[config.mk]
export PLATFORM = sky130hd
export DESIGN_NAME = sevenseg_scanner
export DESIGN_NICKNAME = d
export VERILOG_FILES = /design/src/rtl/sevenseg_scanner.sv
export SDC_FILE = /design/constraint.sdc
export NUM_CORES = 1
export LEC_CHECK = 0
export ABC_AREA = 1
export CELL_PAD_IN_SITES_DETAIL_PLACEMENT = 0
export CELL_PAD_IN_SITES_GLOBAL_PLACEMENT = 2
export CORE_MARGIN = 1
export CORE_UTILIZATION = 38
export DETAILED_ROUTE_END_ITERATION = 12
export PLACE_DENSITY_LB_ADDON = 0.05
export SYNTH_ARGS = -nofsm -noshare
export SYNTH_HDL_FRONTEND = slang
export SYNTH_SLANG_ARGS = --single-unit
[constraint.sdc]
create_clock -name clk_i -period 6.3 [get_ports clk_i]
set_clock_uncertainty 0.1 [all_clocks]
set_input_delay 0.63 -clock clk_i [delete_from_list [all_inputs] [get_ports clk_i]]
set_output_delay 0.63 -clock clk_i [all_outputs]
set_load 0.005 [all_outputs]
[src/rtl/sevenseg_scanner.sv]
// Multiplexed seven-segment scanner: double-buffered digit codes with frame-aligned update
// handshake, per-digit blink, leading-zero suppression and 16-level PWM brightness.
module sevenseg_scanner #(
  parameter int unsigned NUM_DIGITS   = 8,
  parameter int unsigned REFRESH_DIV  = 75000,
  parameter int unsigned BLINK_FRAMES = 250,
  parameter bit          SIMULATE     = 1'b0
) (
  input  logic                    clk_i,
  input  logic                    rst_ni,
  input  logic [5*NUM_DIGITS-1:0] d_i,
  input  logic [NUM_DIGITS-1:0]   dp_i,
  input  logic [NUM_DIGITS-1:0]   blink_en_i,
  input  logic                    blank_lz_i,
  input  logic [3:0]              brightness_i,
  input  logic                    upd_req_i,
  output logic                    upd_ack_o,
  output logic [6:0]              seg_o,
  output logic                    dp_o,
  output logic [NUM_DIGITS-1:0]   an_o,
  output logic                    frame_done_o
);

  localparam int unsigned RefDiv      = SIMULATE ? 32'd4 : REFRESH_DIV;
  localparam int unsigned BlinkFrames = SIMULATE ? 32'd2 : BLINK_FRAMES;
  localparam int unsigned SlotW       = (RefDiv > 1) ? $clog2(RefDiv) : 1;
  localparam int unsigned IdxW        = $clog2(NUM_DIGITS);
  localparam int unsigned BlkW        = (BlinkFrames > 1) ? $clog2(BlinkFrames) : 1;
  localparam int unsigned CodeW       = 5 * NUM_DIGITS;

  localparam logic [SlotW-1:0] SlotMax   = SlotW'(RefDiv - 1);
  localparam logic [IdxW-1:0]  IdxMax    = IdxW'(NUM_DIGITS - 1);
  localparam logic [BlkW-1:0]  BlkMax    = BlkW'(BlinkFrames - 1);
  localparam logic [4:0]       CodeBlank = 5'h10;

  logic [SlotW-1:0]      slot_q, slot_d;
  logic [IdxW-1:0]       idx_q, idx_d;
  logic [3:0]            pwm_q;
  logic [BlkW-1:0]       blk_cnt_q, blk_cnt_d;
  logic                  blk_phase_q, blk_phase_d;
  logic                  pend_q, pend_d;
  logic [CodeW-1:0]      pend_code_q, pend_code_d, act_code_q, act_code_d;
  logic [NUM_DIGITS-1:0] pend_dp_q, pend_dp_d, act_dp_q, act_dp_d;
  logic [NUM_DIGITS-1:0] pend_blink_q, pend_blink_d, act_blink_q, act_blink_d;
  logic [6:0]            seg_q, seg_d;
  logic                  dp_q, dp_d;
  logic [NUM_DIGITS-1:0] an_q, an_d;

  logic                  slot_wrap, frame_end, upd_ack;
  logic [NUM_DIGITS-1:0] lz_mask;
  logic                  lz_seen;
  logic [4:0]            cur_code;
  logic                  lit;

  function automatic logic [6:0] glyph(input logic [4:0] code);
    case (code)
      5'h00:   glyph = 7'b1000000;
      5'h01:   glyph = 7'b1111001;
      5'h02:   glyph = 7'b0100100;
      5'h03:   glyph = 7'b0110000;
      5'h04:   glyph = 7'b0011001;
      5'h05:   glyph = 7'b0010010;
      5'h06:   glyph = 7'b0000010;
      5'h07:   glyph = 7'b1111000;
      5'h08:   glyph = 7'b0000000;
      5'h09:   glyph = 7'b0010000;
      5'h0A:   glyph = 7'b0001000;
      5'h0B:   glyph = 7'b0000011;
      5'h0C:   glyph = 7'b1000110;
      5'h0D:   glyph = 7'b0100001;
      5'h0E:   glyph = 7'b0000110;
      5'h0F:   glyph = 7'b0001110;
      5'h11:   glyph = 7'b0111111;
      default: glyph = 7'b1111111;
    endcase
  endfunction

  assign slot_wrap = (slot_q == SlotMax);
  assign frame_end = slot_wrap && (idx_q == IdxMax);

  // Scan timing, blink phase and the pending/active buffer handshake.
  always_comb begin
    slot_d       = slot_wrap ? '0 : slot_q + 1'b1;
    idx_d        = idx_q;
    blk_cnt_d    = blk_cnt_q;
    blk_phase_d  = blk_phase_q;
    pend_d       = pend_q;
    pend_code_d  = pend_code_q;
    pend_dp_d    = pend_dp_q;
    pend_blink_d = pend_blink_q;
    act_code_d   = act_code_q;
    act_dp_d     = act_dp_q;
    act_blink_d  = act_blink_q;
    upd_ack      = 1'b0;

    if (slot_wrap) begin
      idx_d = (idx_q == IdxMax) ? '0 : idx_q + 1'b1;
    end

    if (frame_end) begin
      if (blk_cnt_q == BlkMax) begin
        blk_cnt_d   = '0;
        blk_phase_d = ~blk_phase_q;
      end else begin
        blk_cnt_d = blk_cnt_q + 1'b1;
      end
      // A request landing on the boundary bypasses the pending buffer.
      if (upd_req_i) begin
        act_code_d  = d_i;
        act_dp_d    = dp_i;
        act_blink_d = blink_en_i;
        upd_ack     = 1'b1;
      end else if (pend_q) begin
        act_code_d  = pend_code_q;
        act_dp_d    = pend_dp_q;
        act_blink_d = pend_blink_q;
        upd_ack     = 1'b1;
      end
      pend_d = 1'b0;
    end else if (upd_req_i) begin
      pend_code_d  = d_i;
      pend_dp_d    = dp_i;
      pend_blink_d = blink_en_i;
      pend_d       = 1'b1;
    end
  end

  // Zeros above the most significant non-zero code are blanked; digit 0 always shows.
  always_comb begin
    lz_mask = '0;
    lz_seen = 1'b0;
    for (int i = NUM_DIGITS - 1; i >= 1; i--) begin
      if (act_code_q[5*i +: 5] != 5'h00) begin
        lz_seen = 1'b1;
      end else if (!lz_seen) begin
        lz_mask[i] = 1'b1;
      end
    end
  end

  always_comb begin
    cur_code = act_code_q[5*int'(idx_q) +: 5];
    if (blank_lz_i && lz_mask[idx_q]) begin
      cur_code = CodeBlank;
    end
    lit  = (pwm_q <= brightness_i) && !(blk_phase_q && act_blink_q[idx_q]);
    an_d = '1;
    if (lit) begin
      an_d[idx_q] = 1'b0;
    end
    seg_d = glyph(cur_code);
    dp_d  = ~act_dp_q[idx_q];
  end

  always_ff @(posedge clk_i or negedge rst_ni) begin
    if (!rst_ni) begin
      slot_q       <= '0;
      idx_q        <= '0;
      pwm_q        <= '0;
      blk_cnt_q    <= '0;
      blk_phase_q  <= 1'b0;
      pend_q       <= 1'b0;
      pend_code_q  <= {NUM_DIGITS{CodeBlank}};
      pend_dp_q    <= '0;
      pend_blink_q <= '0;
      act_code_q   <= {NUM_DIGITS{CodeBlank}};
      act_dp_q     <= '0;
      act_blink_q  <= '0;
      seg_q        <= 7'h7F;
      dp_q         <= 1'b1;
      an_q         <= '1;
    end else begin
      slot_q       <= slot_d;
      idx_q        <= idx_d;
      pwm_q        <= pwm_q + 4'd1;
      blk_cnt_q    <= blk_cnt_d;
      blk_phase_q  <= blk_phase_d;
      pend_q       <= pend_d;
      pend_code_q  <= pend_code_d;
      pend_dp_q    <= pend_dp_d;
      pend_blink_q <= pend_blink_d;
      act_code_q   <= act_code_d;
      act_dp_q     <= act_dp_d;
      act_blink_q  <= act_blink_d;
      seg_q        <= seg_d;
      dp_q         <= dp_d;
      an_q         <= an_d;
    end
  end

  assign seg_o        = seg_q;
  assign dp_o         = dp_q;
  assign an_o         = an_q;
  assign upd_ack_o    = upd_ack;
  assign frame_done_o = frame_end;

endmodule

* Word-level counts from Yosys, hierarchy flattened *
Memory sizes are Yosys's and may differ from the RTL's. A register that Yosys moved wholly into a read port is not among the register bits.
Index checks and enable logic that the tools add are counted.

cells by class
  reductions and logical operators = 19
  $lt $le $gt $ge = 3
  multiplexer cells = 43
  multipliers = 1
  shifts and indexed selects = 1
  add/subtract/negate cells = 4
  eq/ne operators = 3
  bitwise logic cells = 4

operator list
  cell                                                 number
  2-to-1 mux 40 bit                                    2
  2-to-1 mux 8 bit                                     6
  variable part select 40 x 7 -> 5 bit                 1
  nonzero test 5 bit                                   7
  2-to-1 mux 1 bit                                     28
  adder 17 x 1 -> 17 bit, second input constant        1
  == test 17 bit, second input constant                1
  2-to-1 mux 17 bit                                    1
  binary-select mux 1 bit (select 3 bit)               3
  adder 8 x 1 -> 8 bit, second input constant          1
  == test 8 bit, second input constant                 1
  inverter 8 bit                                       1
  multiplier 3 x 3 -> 6 bit, first input constant      1
  AND reduction 2 bit                                  3
  logical AND 1 bit                                    5
  2-to-1 mux 5 bit                                     1
  adder 4 x 1 -> 4 bit, second input constant          1
  less-or-equal comparator 4 bit                       1
  < comparator 3 x 4 -> 1 bit, second input constant   1
  nonzero test 2 bit                                   2
  adder 3 x 1 -> 3 bit, second input constant          1
  demux 1 bit (select 3 bit)                           1
  == test 3 bit, second input constant                 1
  >= comparator 3 x 1 -> 1 bit, second input constant  1
  other kinds (3)                                      6

storage, ports and cells
  bits in registers = 155
  memories kept = 1
  input bits = 64
  memory bits (read-only) = 224
  word-level logic and storage cells = 93

memories
  name             depth  bits a word  rd ports  clocked after memory_dff  wr ports  RTL line  source
  (no name shown)  32     7            1         1                         0         56        case (code)

* Longest topological paths before layout *
Gate-level depths: netlist of the first run.

  depth after elaboration = 13
  depth in mapped cells = 16

* Worst setup path before layout of the first run *
OpenSTA, ideal clock, no wires.

  kind = register to output
  start = register slot_q[0]
  end = output upd_ack_o
  arrival time = 1.377 ns
  required time = 5.570 ns
  path buffers = 1
  cell stages (with the launch flop) = 9
  path slack = 4.193 ns
  cell sequence = dfrtp_1 > ha_1 > nand2_1 > nor4_4 > nand2_2 > nor2_4 > nand2_2 > clkbuf_2 > inv_1

between the ends
  cells in the longest elaborated chain, start to end = 3

ends and longest elaborated chain
  what                    RTL line  source
  start, declared         36        logic [SlotW-1:0] slot_q, slot_d;
  start signal, assigned  173       slot_q <= slot_d;
  == test 17 bit          78        assign slot_wrap = (slot_q == SlotMax);
  logical AND 1 bit       79        assign frame_end = slot_wrap && (idx_q == IdxMax);
  via frame_done_o        21        output logic frame_done_o
  2-to-1 mux 1 bit        100       if (frame_end) begin
  end, declared           17        output logic upd_ack_o,

The timed path passes the listed nets, and every way through them passes these cells.

* Final worst setup path of the first run *
  start = register idx_q[0]
  end = output upd_ack_o

between the ends
  cells in the longest elaborated chain, start to end = 3

ends and longest elaborated chain
  what                    RTL line  source
  start, declared         37        logic [IdxW-1:0] idx_q, idx_d;
  start signal, assigned  174       idx_q <= idx_d;
  == test 3 bit           79
  logical AND 1 bit       79
  2-to-1 mux 1 bit        100

Every way passes these cells.

==> results of run 1 <==
final timing paths:
kind	depth (start not counted)	to	start	slack [ns]
hold reg to reg	1	slot_q[0]$_DFF_PN0_	slot_q[0]$_DFF_PN0_	0.36
hold / removal	1	pend_code_q[13]$_DFFE_PN0P_	rst_ni	0.14
max in group asynchronous	2	pend_code_q[32]$_DFFE_PN0P_	rst_ni	4.60
setup reg to reg	8	act_blink_q[2]$_DFFE_PN0P_	idx_q[0]$_DFFE_PN0N_	3.11
min in group clk_i	1	slot_q[0]$_DFF_PN0_	slot_q[0]$_DFF_PN0_	0.36
setup / recovery	7	upd_ack_o	idx_q[0]$_DFFE_PN0N_	2.37
power by group:
group	internal [W]	switching, W	leakage (nW)
logic	0.0000735	0.0000878	2.48
registers	0.00108	0.0000159	2.04
clock network	0.000576	0.000482	0.289
total	0.00173	0.000585	4.81
layer usage:
metal	up-vias	routed length [µm]
li1	3315	-
met1	3080	10400
met2	100	9430
met3	13	585
met4	0	184
met5	-	0
state kept, by name, indices dropped and copies added, names as in the netlist, 3 cells and up:
signal	count
pend_dp_q	8
blk_cnt_q	8
an_o	8
act_blink_q	8
pwm_q	4
pend_code_q	40
slot_q	17
act_dp_q	8
pend_blink_q	8
idx_q	3
seg_o	7
act_code_q	40
logic make-up after synthesis:
group / count (synthesis) / synth area share [%]
xor+xnor: 12 / 1.25
mux: 55 / 6.57
fa+ha+maj: 16 / 2.39
buf+inv: 128 / 7.60
compound gates: 103 / 7.58
simple gates: 509 / 25.8
flops: 162 / 48.8
critical path: cells and delay by family (launching register included):
| family | cells | cell delay (ns) |
|---|---|---|
| adders and majority gates | 2 | 0.42 |
| and+or+nand+nor | 2 | 0.58 |
| buffers and inverters | 3 | 0.78 |
| DFF | 1 | 1.00 |
synth_stat cells (2+ instances only):
library cell	n	share of area (%)
nand2_1	309	14
dfrtp_1	130	39
nand3_1	91	5.4
inv_1	78	3.5
nor2_1	58	2.6
mux2i_1	55	6.6
dfstp_2	32	10
o21ai_1	32	1.9
o21ai_0	27	1.6
o21ai_2	20	2.1
buf_6	18	2.4
ha_1	16	2.4
nand2_2	15	1.1
nor3_1	15	0.90
buf_2	13	0.78
a21oi_1	8	0.48
clkbuf_1	8	0.36
nand4_1	8	0.60
xor2_1	7	0.73
buf_1	6	0.27
nor4_1	5	0.37
xnor2_1	5	0.52
o31ai_1	4	0.36
inv_2	3	0.13
nand3b_1	3	0.27
a22oi_1	2	0.18
a31oi_1	2	0.15
nor2_4	2	0.27
o211ai_1	2	0.18
area by class of cell:
type	instances	area, µm²	share of cell area [%]
sequential	162	4090	41.5
multi-input combinational	695	3660	37.1
clock inverter	14	159	1.61
inverter	81	304	3.09
tap	275	344	3.49
clock buffer	18	439	4.46
timing repair buffer	87	855	8.67
through the flow:
| step | setup slack [ns] | hold slack (ns) | power, W | util [%] | area, µm² |
|---|---|---|---|---|---|
| after CTS | 2.34 | 0.252 | 0.00234 | 46.1 | 9850 |
| after global routing | 2.14 | 0.280 | 0.00240 | 46.1 | 9850 |
| after floorplan | 4.19 | 0.234 | 0.00119 | - | 8380 |
| after global placement | 2.80 | 0.347 | 0.00127 | 43.3 | 9260 |
| after detailed placement | 2.83 | 0.346 | 0.00128 | 43.3 | 9260 |
| final | 2.37 | 0.141 | 0.00231 | 46.1 | 9850 |
==> results.toml, run 1 <==
[logic_synthesis]
syn-num-nets = 1065
synth.yosys.seq_area_share_pct = 48.8
ys_types = 40
ys_warn_count = 0
netlist_area_um2 = 8380
synth-seq-cells = 162
syn_area_per_cell_um2 = 8.51
synthFlopType = "dfrtp_1"
synth-edff-count = 0
syn_inst = 985
synthArstFlopShare_pct = 100

[detailed_routing]
viasPerCell = 4.89
vias = 6508
drtIter0Drc = 320
drtPass1Iterations = 5
antenna_left = 0
post_drt_wl_per_cell_um = 15.5
drc = 0
routed_wl_um = 20600

[timing]
period_needed_ns = 3.93
fmax_mhz = 254
rsz0062_at_grt = "false"
final-max-slew-violation-count = 0
worstMarginPinSlew_ns = 1.20
hold_viol = 0
setup_tns_ns = 0
setup_violations = 0
slew_headroom_pct = 19.4
post-route-period-util_pct = 62.4

[setup_path]
worstSetupPathType = "flip-flop to primary output"
end_kind = "primary output"
critical_path.cell_chain = "ha_1 -> ha_1 -> inv_1 -> nor2_4 -> nand2_4 -> inv_1 -> clkdlybuf4s50_1"
max_stage_delay_ns = 1.00
worstPathRequired_ns = 5.57
start_kind = "flip-flop"
crit_fanout = 60
critPathArrivalTime_ns = 3.20
crit_slowest_cell = "dfrtp_1"

[global_route]
grt_start_max_net_pins = 102
antenna_found_initial = 0
gr-usage-met1_pct = 28.1
grt_overflow = 0
track_usage_pct = 19.8
grt_pass1_vias = 6461
met2_usage_pct = 30.9
grt_pass1_wl_um = 34500
busiest_layer = "met2"
grtUsageMet3_pct = 3.45

[power_and_ir_drop]
p_leak_nw = 4.81
ir_drop_v = 0.000149
cellPowerDensity_nw_per_um2 = 235

[clock_tree]
clk_pin_slew_ns = 0.07
clk_latency_ns = 0.44
cts_resized = 0
cts_htree_levels = 4
cts_tree = "done"
clock_sinks = 162
hold_buffers = 0
cts-root-buf = "clkbuf_16"
post_cts_buffers = 0
clockBufferDepth = 2
numCtsBuffers = 17

[final_layout]
drive_gt1_share_pct = 10.9
final_cell_mix = "nand2_1, dfrtp_1, nand3_1, clkdlybuf4s50_1, inv_1"
fin_cells = 1332
num_antenna_cells = 0
syn2layout_area_growth_pct = 17.5
final_common_cell = "nand2_1"
fillers = 2160
layout.nets = 1124

[floorplanning]
num_rows = 53
ios = 82
die_y_um = 151
core-area_um2 = 21400
dieArea_um2 = 22700
initial_core_util_pct = 39.3
die_x_um = 151

[placed_design]
dp_hpwl_um = 14300
globalplace.congestion = 0.771
dp.cells = 1300
io_buffers = 81

[status]
status = "complete, no violations"

[worst_hold_path]
hold_path.class = "input port to async pin"

[job]
cap_violations = 0
Note: power is estimated with default switching activity, not from simulation.
==> run 2, diff against run 1 <==
Settings changed: CORE_UTILIZATION 38 to 35.
Clock period 6.3 ns to 4 ns, I/O delays scaled along.
==> run 2 against run 1 <==
Clock power grew 61%. First-iteration DRC count rose by 13%. Routed wire length up 4.3%. Count of clock-buffer cells in the layout shrank 1. Cell count increased by 3.8%. Combinational power increased by 61%. Highest routed layer unchanged.
==> results.toml, run 2 (synthesized netlist as in run 1, its figures left out) <==
[detailed_routing]
drtIter0Drc = 360
drtPass1Iterations = 5
viasPerCell = 4.75
vias = 6571
routed_wl_um = 21500
drc = 0
antenna_left = 0
post_drt_wl_per_cell_um = 15.6

[timing]
hold_viol = 0
setup_violations = 0
setup_tns_ns = 0
worstMarginPinSlew_ns = 1.07
slew_headroom_pct = 27.8
post-route-period-util_pct = 79.1
rsz0062_at_grt = "false"
final-max-slew-violation-count = 0
fmax_mhz = 316
period_needed_ns = 3.16

[floorplanning]
ios = 82
dieArea_um2 = 24600
core-area_um2 = 23500
die_y_um = 157
die_x_um = 157
initial_core_util_pct = 35.7
num_rows = 56

[global_route]
grt_start_max_net_pins = 73
antenna_found_initial = 0
grt_pass1_wl_um = 35700
grt_overflow = 0
track_usage_pct = 19.1
grt_pass1_vias = 6513

[final_layout]
fillers = 2391
syn2layout_area_growth_pct = 19.1
layout.nets = 1130
num_antenna_cells = 0
largest_registers = "act_code_q: 40 flops, pend_code_q: 40 flops, slot_q: 17 flops"
drive_gt1_share_pct = 11.3
final_util_pct = 42.5
final_common_cell = "nand2_1"
final_cell_mix = "nand2_1, dfrtp_1, nand3_1, clkdlybuf4s50_1, inv_1"

[setup_path]
critPathArrivalTime_ns = 2.66
crit_fanout = 27
crit_slowest_cell = "dfrtp_1"
critical_path.top_delay_family = "buffers and inverters"
worstSetupPathType = "flip-flop to primary output"
worstPathBufferInverterCount = 3
worstPathRequired_ns = 3.50
start_kind = "flip-flop"
end_kind = "primary output"
critical_path.cell_chain = "ha_1 -> ha_1 -> inv_1 -> nor2_4 -> nand2_4 -> inv_1 -> clkdlybuf4s50_1"
max_stage_delay_ns = 0.64

[worst_hold_path]
hold_path.class = "input port to flip-flop"

[power_and_ir_drop]
total_power_w = 0.00369
p_leak_nw = 4.84
ir_drop_v = 0.000184
cellPowerDensity_nw_per_um2 = 370

[placed_design]
io_buffers = 81
globalplace.congestion = 0.787
dp_hpwl_um = 15100

[clock_tree]
cts-root-buf = "clkbuf_16"
cts_tree = "done"
clockBufferDepth = 2
clk_pin_slew_ns = 0.07
clk_latency_ns = 0.44
numCtsBuffers = 17
post_cts_buffers = 0
cts_htree_levels = 4
clock_sinks = 162

[status]
status = "complete, no violations"

[job]
cap_violations = 0
## run 2: cell types whose count changed in the layout (fill, tap and decap cells not counted)
cell           delta
buf_12            +1
dlygate4sd3_1     +1
clkinvlp_4        +1
clkbuf_8          -1
clkinv_4          -1
buf_4             +4
bufinv_16         +1
## run 2: layer usage
| metal | routed length [µm] | global-route usage (%) |
|---|---|---|
| met3 | 488 | 2.85 |
| met1 | 10900 | 27.0 |
| met2 | 9970 | 30.2 |
| met4 | 192 | 5.18 |
| met5 | 0 | 0 |
## run 2: stage by stage
step / setup slack (ns) / hold WS, ns / area [µm²] / instances
global placement: 1.28 / 0.344 / 9360 / 1349
CTS: 0.778 / 0.148 / 9980 / 1382
finish: 0.836 / 0.169 / 9980 / 1382
global route: 0.604 / 0.192 / 9980 / 1382
floorplan: 2.02 / 0.00441 / 8380 / 985
detailed placement: 1.27 / 0.348 / 9360 / 1349
## run 2: cell type report
class	instances	area (µm²)	area share, %
well taps	319	399	4.00
clock inverters	15	188	1.88
repair buffers	93	915	9.16
inverters	81	304	3.05
multi-input cells	695	3660	36.6
flip-flops and latches	162	4090	41.0
clock buffers	17	425	4.26
## run 2: worst paths after layout
path / from / to / slack, ns / cells after the start
setup / recovery: idx_q[1]$_DFFE_PN0N_ / upd_ack_o / 0.84 / 7
hold / removal: upd_req_i / pend_code_q[4]$_DFFE_PN1P_ / 0.17 / 3
setup reg to reg: idx_q[1]$_DFFE_PN0N_ / pend_code_q[24]$_DFFE_PN1P_ / 1.35 / 9
hold reg to reg: slot_q[0]$_DFF_PN0_ / slot_q[0]$_DFF_PN0_ / 0.36 / 1
max in group asynchronous: rst_ni / act_code_q[39]$_DFFE_PN1P_ / 2.51 / 3
min in group asynchronous: rst_ni / pend_code_q[11]$_DFFE_PN0P_ / 0.44 / 2
## run 2: worst register-to-register path: stages (launching register included)
cell,delay (ns)
dfrtp_1,0.64
ha_1,0.24
ha_1,0.13
inv_1,0.13
nor2_4,0.21
inv_2,0.06
nand2_2,0.57
buf_4,0.35
nand2_1,0.08
nand2_1,0.08
## run 2: repair_timing
item,CTS,global route
gates resized for setup,0,0
hold buffers,1,0
hold endpoints to repair,65,0
setup endpoints to repair,0,0
## run 2: power by group
| part | switching (W) | total (W) | internal [W] |
|---|---|---|---|
| Combinational | 0.000141 | 0.000260 | 0.000120 |
| Sequential | 0.0000258 | 0.00172 | 0.00169 |
| Clock | 0.000762 | 0.00171 | 0.000952 |
| Total | 0.000928 | 0.00369 | 0.00277 |
==> run 3, diff against run 2 <==
Settings changed: CORE_UTILIZATION 35 to 32.
Clock period 4 ns to 2.69 ns, I/O delays scaled along.
==> run 3 against run 2 <==
Sequential cell count unchanged. Total power up 45%. Routed wire length increased by 3.0%. Highest routed layer unchanged. Worst hold slack better by 0.034 ns. Sequential power is 49% higher. First-iteration DRC count grew 11%.
==> results.toml, run 3 (synthesized netlist as in run 1, its figures left out) <==
[clock_tree]
clk_latency_ns = 0.43
clk_pin_slew_ns = 0.07
cts_htree_levels = 4
cts-root-buf = "clkbuf_16"
clock_sinks = 162
numCtsBuffers = 17
clockBufferDepth = 2
cts_tree = "done"

[timing]
setup_tns_ns = 0
rsz0062_at_grt = "false"
period_needed_ns = 2.50
post-route-period-util_pct = 93.0
final-max-slew-violation-count = 0
worstMarginPinSlew_ns = 0.763
hold_viol = 0
fmax_mhz = 400
slew_headroom_pct = 49.1
setup_violations = 0

[floorplanning]
die_x_um = 164
dieArea_um2 = 26900
num_rows = 58
core-area_um2 = 25500
ios = 82
initial_core_util_pct = 32.9
die_y_um = 164

[setup_path]
end_kind = "primary output"
start_kind = "flip-flop"
worstPathRequired_ns = 2.32
rr_worst_depth = 8
crit_fanout = 5
critPathArrivalTime_ns = 2.13
worstSetupPathType = "flip-flop to primary output"

[detailed_routing]
drtPass1Iterations = 4
drc = 0
post_drt_wl_per_cell_um = 15.9
vias = 6522
drtIter0Drc = 400
antenna_left = 0
routed_wl_um = 22200
viasPerCell = 4.66

[global_route]
grt_pass1_wl_um = 36700
antenna_found_initial = 0
grt_start_max_net_pins = 113
track_usage_pct = 17.8
grt_overflow = 0
grt_pass1_vias = 6669

[power_and_ir_drop]
total_power_w = 0.00537
p_sw_w = 0.00141
power_switching_share_pct = 26.2
pwr-share-seq_pct = 47.6
pwr-share-comb_pct = 7.4
p_leak_nw = 4.92
internal_power_w = 0.00396
p_clk_share_pct = 45.0
ir_drop_v = 0.000360
cellPowerDensity_nw_per_um2 = 532

[final_layout]
seq_area_um2 = 4090
multi_input_area_um2 = 3680
final_common_cell = "nand2_1"
fillers = 2631
layout.nets = 1136
final_cell_mix = "nand2_1, dfrtp_1, nand3_1, inv_1, clkdlybuf4s50_1"
largest_registers = "act_code_q: 40 flops, pend_code_q: 40 flops, slot_q: 17 flops"
num_antenna_cells = 0
drive_gt1_share_pct = 12.0
syn2layout_area_growth_pct = 20.4

[worst_hold_path]
hold_path.class = "input port to async pin"

[placed_design]
dp_hpwl_um = 15500
globalplace.congestion = 0.770
io_buffers = 81

[status]
status = "complete, no violations"

[job]
cap_violations = 0
==> run 3: cell types whose count changed in the layout (fill, tap and decap cells not counted) <==
cell and change:
buf_12 +5, nand2_1 -1, nand2_4 +1, clkdlybuf4s50_1 -1, clkbuf_8 +1, dlymetal6s2s_1 +1, bufinv_16 -2, clkinvlp_4 -1
ha_1 -1, clkinv_4 +2, buf_4 +1, ha_4 +1
==> run 3: path summary, 6_finish.rpt <==
path,from,endpoint,slack (ns)
max,slot_q[1]$_DFF_PN0_,frame_done_o,0.19
min,rst_ni,pend_code_q[13]$_DFFE_PN0P_,0.20
max reg2reg,idx_q[0]$_DFFE_PN0N_,pend_code_q[28]$_DFFE_PN0P_,0.44
min reg2reg,pend_code_q[19]$_DFFE_PN1P_,pend_code_q[19]$_DFFE_PN1P_,0.36
max in group asynchronous,rst_ni,pend_dp_q[5]$_DFFE_PN0P_,1.56
min in group clk_i,upd_req_i,pend_code_q[9]$_DFFE_PN1P_,0.26
==> run 3: metrics by stage <==
step | area [µm²] | setup WS, ns | cells | hold slack, ns | util [%]
floorplan | 8380 | 0.709 | 985 | -0.127 | -
global placement | 9460 | 0.424 | 1363 | 0.0941 | 37.1
detailed placement | 9460 | 0.430 | 1363 | 0.0918 | 37.1
CTS | 10000 | 0.0240 | 1396 | 0.196 | 39.4
global route | 10100 | 0.0373 | 1399 | 0.214 | 39.6
finish | 10100 | 0.187 | 1399 | 0.203 | 39.6
==> run 3: power groups by stage <==
stage | sequential [W] | combinational (W) | clock [W]
6_report | 0.00256 | 0.000400 | 0.00242
3_3_place_gp | 0.00260 | 0.000410 | 0
2_1_floorplan | 0.00259 | 0.000190 | 0
5_1_grt | 0.00257 | 0.000455 | 0.00261
4_1_cts | 0.00256 | 0.000415 | 0.00251
3_5_place_dp | 0.00260 | 0.000413 | 0
==> run 3: cell type report <==
type,count,share of cell area (%)
clock inverters,14,1.36
multi-input cells,695,36.5
flip-flops and latches,162,40.6
repair buffers,99,10.2
well taps,330,4.09
clock buffers,18,4.35
inverters,81,3.01
==> run 3: worst max-delay path, stage by stage (launching register included) <==
cell             delay [ns]
dfrtp_1                0.39
ha_4                   0.17
nand2_4                0.07
nor4_4                 0.22
nand2_2                0.11
nor2_4                 0.20
clkdlybuf4s50_1        0.56
==> run 3: routing by layer <==
metal,vias up,global-route usage [%],part of all wire [%]
li1,3365,-,-
met1,3076,25.8,52
met2,77,27.9,46
met3,4,3.18,1.9
met4,0,3.28,0.37
met5,-,0,0
==> run 3: timing repair <==
action,CTS,global route
hold buffers,1,0
buffers inserted,0,3
resized for setup,0,5
endpoints found under the hold margin,30,0
endpoints found under the setup margin,0,2
